<file path="src/rtl/usr_pkg.sv">
// Shared definitions for the universal shift register: mode encoding and
// the counter width helper.
package usr_pkg;

  typedef enum logic [1:0] {
    MODE_HOLD = 2'b00,
    MODE_SHR  = 2'b01,
    MODE_SHL  = 2'b10,
    MODE_LOAD = 2'b11
  } usr_mode_e;

  // Enough bits to hold the value WIDTH.
  function automatic int cnt_w(input int width);
    return $clog2(width + 1);
  endfunction

endpackage

</file>
<file path="src/rtl/usr_bit_cell.sv">
// One bit of the universal shift register: 4:1 next-state mux feeding a
// single flip-flop with synchronous active-low reset and clock enable.
module usr_bit_cell
  import usr_pkg::*;
#(
  parameter logic RST_BIT = 1'b0
) (
  input  logic       clk,
  input  logic       rst_n,
  input  logic       en,
  input  logic [1:0] mode,
  input  logic       shr_in,
  input  logic       shl_in,
  input  logic       pin_bit,
  output logic       q_o
);

  logic bit_d;
  logic bit_q;

  // NOTE: bit_d is assigned on every path, starting from a default, so no latch is inferred.
  always_comb begin
    bit_d = bit_q;
    case (usr_mode_e'(mode))
      MODE_SHR:  bit_d = shr_in;
      MODE_SHL:  bit_d = shl_in;
      MODE_LOAD: bit_d = pin_bit;
      default:   bit_d = bit_q;
    endcase
  end

  // NOTE: sequential state uses non-blocking assignments so every cell samples neighbours' old values.
  always_ff @(posedge clk) begin
    if (!rst_n) begin
      bit_q <= RST_BIT;
    end else if (en) begin
      bit_q <= bit_d;
    end
  end

  assign q_o = bit_q;

endmodule

</file>
<file path="src/rtl/univ_shift_reg_param.sv">
// Parametrised universal shift register with shift counter and frame pulse.
// Optional rotate input enabled by defining USR_ROTATE_EN.
module univ_shift_reg_param
  import usr_pkg::*;
#(
  parameter int               WIDTH   = 8,
  parameter logic [WIDTH-1:0] RST_VAL = {WIDTH{1'b0}}
) (
  input  logic                       clk,
  input  logic                       rst_n,
  input  logic                       en,
  input  logic [1:0]                 mode,
  input  logic                       sin_r,
  input  logic                       sin_l,
`ifdef USR_ROTATE_EN
  input  logic                       rot,
`endif
  input  logic [WIDTH-1:0]           pin,
  output logic [WIDTH-1:0]           q,
  output logic                       sout_r,
  output logic                       sout_l,
  output logic [cnt_w(WIDTH)-1:0]    shift_cnt,
  output logic                       frame_done
);

  localparam int            CW   = cnt_w(WIDTH);
  localparam logic [CW-1:0] LAST = CW'(WIDTH - 1);

  logic [WIDTH-1:0] q_q;
  logic             sr_in;
  logic             sl_in;
  logic [CW-1:0]    cnt_d, cnt_q;
  logic             done_d, done_q;

`ifdef USR_ROTATE_EN
  // Rotation feeds the bit leaving the register back into the vacated end.
  assign sr_in = rot ? q_q[0]       : sin_r;
  assign sl_in = rot ? q_q[WIDTH-1] : sin_l;
`else
  assign sr_in = sin_r;
  assign sl_in = sin_l;
`endif

  for (genvar i = 0; i < WIDTH; i++) begin : g_bit
    logic shr_src;
    logic shl_src;

    if (i == WIDTH - 1) begin : g_msb
      assign shr_src = sr_in;
    end else begin : g_mid_r
      assign shr_src = q_q[i+1];
    end

    if (i == 0) begin : g_lsb
      assign shl_src = sl_in;
    end else begin : g_mid_l
      assign shl_src = q_q[i-1];
    end

    usr_bit_cell #(
      .RST_BIT (RST_VAL[i])
    ) u_cell (
      .clk     (clk),
      .rst_n   (rst_n),
      .en      (en),
      .mode    (mode),
      .shr_in  (shr_src),
      .shl_in  (shl_src),
      .pin_bit (pin[i]),
      .q_o     (q_q[i])
    );
  end

  // Counts shifts in either direction; the final shift of a frame wraps to 0.
  always_comb begin
    cnt_d  = cnt_q;
    done_d = 1'b0;
    if (en) begin
      case (usr_mode_e'(mode))
        MODE_SHR, MODE_SHL: begin
          if (cnt_q == LAST) begin
            cnt_d  = '0;
            done_d = 1'b1;
          end else begin
            cnt_d = cnt_q + 1'b1;
          end
        end
        MODE_LOAD: cnt_d = '0;
        default:   cnt_d = cnt_q;
      endcase
    end
  end

  always_ff @(posedge clk) begin
    if (!rst_n) begin
      cnt_q  <= '0;
      done_q <= 1'b0;
    end else begin
      cnt_q  <= cnt_d;
      done_q <= done_d;
    end
  end

  assign q          = q_q;
  assign sout_r     = q_q[0];
  assign sout_l     = q_q[WIDTH-1];
  assign shift_cnt  = cnt_q;
  assign frame_done = done_q;

endmodule

</file>
<file path="config.mk">
export PLATFORM = sky130hd
export DESIGN_NAME = univ_shift_reg_param
export DESIGN_NICKNAME = d
export VERILOG_FILES = /design/src/rtl/usr_pkg.sv /design/src/rtl/usr_bit_cell.sv /design/src/rtl/univ_shift_reg_param.sv
export SDC_FILE = /design/constraint.sdc
export NUM_CORES = 1
export LEC_CHECK = 0
export BUFFER_PORTS_ARGS = -buffer_cell sky130_fd_sc_hd__buf_2
export CORE_MARGIN = 4
export CORE_UTILIZATION = 29
export DETAILED_ROUTE_END_ITERATION = 8
export GPL_TIMING_DRIVEN = 0
export PLACE_DENSITY = 0.59
export RECOVER_POWER = 100
export SLEW_MARGIN = 10
export SYNTH_ARGS = -nofsm -noshare
export SYNTH_HDL_FRONTEND = slang
export SYNTH_SLANG_ARGS = --single-unit
</file>
<file path="constraint.sdc">
create_clock -name clk -period 1.15 [get_ports clk]
set_clock_uncertainty 0.05 [all_clocks]
set_input_delay 0 -clock clk [delete_from_list [all_inputs] [get_ports clk]]
set_output_delay 0 -clock clk [all_outputs]
set_load 0.02 [all_outputs]
</file>
==> impl_metrics.toml <==
[synth]
synth_top_family_by_area = "compound AO/OA/AOI/OAI gates"
synthMuxAreaShare_pct = 0
synth-seq-cells = 13
yosys_warnings = 0
synth_top_area_share_pct = 35.62
synthArstFlopShare_pct = 0
avgSynthCellArea_um2 = 8.399
synth.distinct_cells = 22
synth_area_um2 = 730.7
yosys-top-cells-area = "dfxtp_1 36%, buf_4 8.2%, a22oi_1 7.2%"
synth_compound_area_share_pct = 24.14
synthesis.nets = 106
synth_edf_count = 0
synth_xor_area_share_pct = 0
ys_seq_area_share_pct = 35.62
netlist_instances = 87
synth_top_area_cell = "dfxtp_1"
synthAdderAreaFrac_pct = 6.849
synthSimpleGateAreaFrac_pct = 20.21
synth-main-ff-cell = "dfxtp_1"

[die]
io_pins = 30
initial_core_util_pct = 31.81
dieWidth_um = 58.20
fp.coreArea_um2 = 2297
die_h_um = 58.20
die-area_um2 = 3387
rows = 17

[timing]
hold_viol_final = 1
setup_tns_ns = 0
slew_headroom_pct = 70.88
slew_violations = 0
finalCriticalPeriod_ns = 1.101
hold_slack_ns = -0.007795
worstMarginPinSlew_ns = 0.4368
setup_viol = 0
max_clock_freq_mhz = 908.7
period_share_pct = 95.70

[final_layout]
final_area_um2 = 1037
stdcell_count = 156
fill_cells = 228
layout_common_cells = "29 x buf_2, 11 x nand2_1, 11 x dfxtp_1"
final_common_cell = "buf_2"
syn2layout_area_growth_pct = 41.95
multi_input_area_um2 = 396.6
nets = 148
regArea_um2 = 262.8
insertedDiodeCount = 0
drive_above_1_share_pct = 39.84

[critical_path]
start_kind = "input pin"
critPathRequiredTime_ns = 1.27
cp.arrival_ns = 1.22
worstPathMaxFanout = 8
end_kind = "flip-flop"
regToRegSetupSlack_ns = 0.08
worstSetupPathType = "input pin to flip-flop"

[power]
ir_drop_v = 0.0003645
p_per_area_nw_per_um2 = 1030
total_power_mw = 1.068
p_leak_nw = 0.4686

[global_route]
grt_pass1_wl_um = 3070
grt_pass1_vias = 707
grt_antenna_before_repair = 0
grt_max_degree = 11
grt.total_usage_pct = 11.73
grt_overflow = 0

[placement]
dp.cells = 143
place_congestion = 0.7830
postPlaceCellArea_um2 = 905.9
port_buffers = 28
hpwl_um = 1367

[cts]
root_buffer = "clkbuf_4"
cts_made_buffers = 3
cts_buffer_depth = 2
cts_tree = "done"
clock_latency_ns = 0.28
htreeDepth = 1
clk_pin_slew_worst_paths_ns = 0.08
clock_sinks = 13

[route]
wl_met3_um = 102
drc = 0
wl_per_cell_um = 12.31
vias = 761
wirelength_um = 1921
first_pass_iters = 4
antenna_left = 0
wl_met1_um = 928
dr_wl_met2_um = 864
top_layer = "met4"
viasPerCell = 4.878
drt_iter0_drc = 16

[run]
drv_cap = 0

[run_status]
run_status = "finished with violations"
violations = "negative hold slack"

[min_path]
hold_class = "input pin to flip-flop"
[cell usage after synthesis, types with 2 or more instances]
| library cell | instances |
|---|---|
| nand3b_1 | 4 |
| inv_1 | 3 |
| buf_2 | 2 |
| nand3_1 | 4 |
| a22oi_1 | 7 |
| o21ai_0 | 6 |
| dfxtp_1 | 13 |
| a21oi_1 | 4 |
| buf_4 | 8 |
| nand2_1 | 11 |
| ha_1 | 4 |
| a31oi_1 | 8 |
| o21ai_1 | 3 |
| nor2_1 | 2 |
[final cells by class]
type | count | area share, %
Clock buffer | 4 | 2.533
Buffer | 12 | 8.203
Tap cell | 28 | 3.378
Sequential cell | 13 | 25.33
Multi-Input combinational cell | 59 | 38.24
Inverter | 3 | 1.086
Timing Repair Buffer | 37 | 21.23
[final timing paths]
check,depth (start not counted),from,endpoint
max,6,en,g_bit[7].u_cell.q_o
min,3,pin[4],g_bit[4].u_cell.q_o
max reg2reg,4,shift_cnt[0],frame_done
min reg2reg,2,shift_cnt[1],shift_cnt[1]
[logic make-up after synthesis]
family / count (synthesis)
compound gates: 29
fa+ha+maj: 4
buf+inv: 15
flops: 13
simple gates: 26
[sequential cells by signal (all words and copies together) (netlist names)]
register and flops:
g_bit.u_cell.q_o 8, shift_cnt 4, frame_done 1
[routing by layer]
metal / up-vias / track usage, %
met3: 2 / 2.004
met1: 351 / 15.11
met5: - / 0
met2: 18 / 17.58
met4: 0 / 8.278
li1: 390 / -
[worst max-delay path: stages]
cell,delay [ns]
dlygate4sd3_1,0.53
buf_2,0.14
and2b_2,0.25
buf_6,0.15
o21ai_1,0.11
a31oi_1,0.05
[power breakdown]
group | leakage, nW | total [mW] | switching [mW] | internal [mW]
Sequential | 0.107 | 0.505 | 0.0281 | 0.477
Combinational | 0.346 | 0.271 | 0.142 | 0.129
Clock | 0.0150 | 0.293 | 0.159 | 0.134
Total | 0.469 | 1.07 | 0.328 | 0.740
[through the flow]
step	hold slack (ns)	utilization (%)	worst slack (ns)
2_1_floorplan	0.07591	-	0.006042
3_3_place_gp	0.2258	39.43	0.02106
3_5_place_dp	0.2231	39.43	0.0004230
4_1_cts	0.001969	43.63	0.04231
5_1_grt	0.02059	45.15	-0.008618
6_report	-0.007795	45.15	0.04950
[repair_timing]
item | 4_1_cts | 5_1_grt
gates resized for setup | 0 | 7
hold endpoints to repair | 6 | 0
endpoints found under the setup margin | 0 | 3
hold buffers | 7 | 0
buffers inserted | 0 | 1
Power figures use the tool's default switching activity.
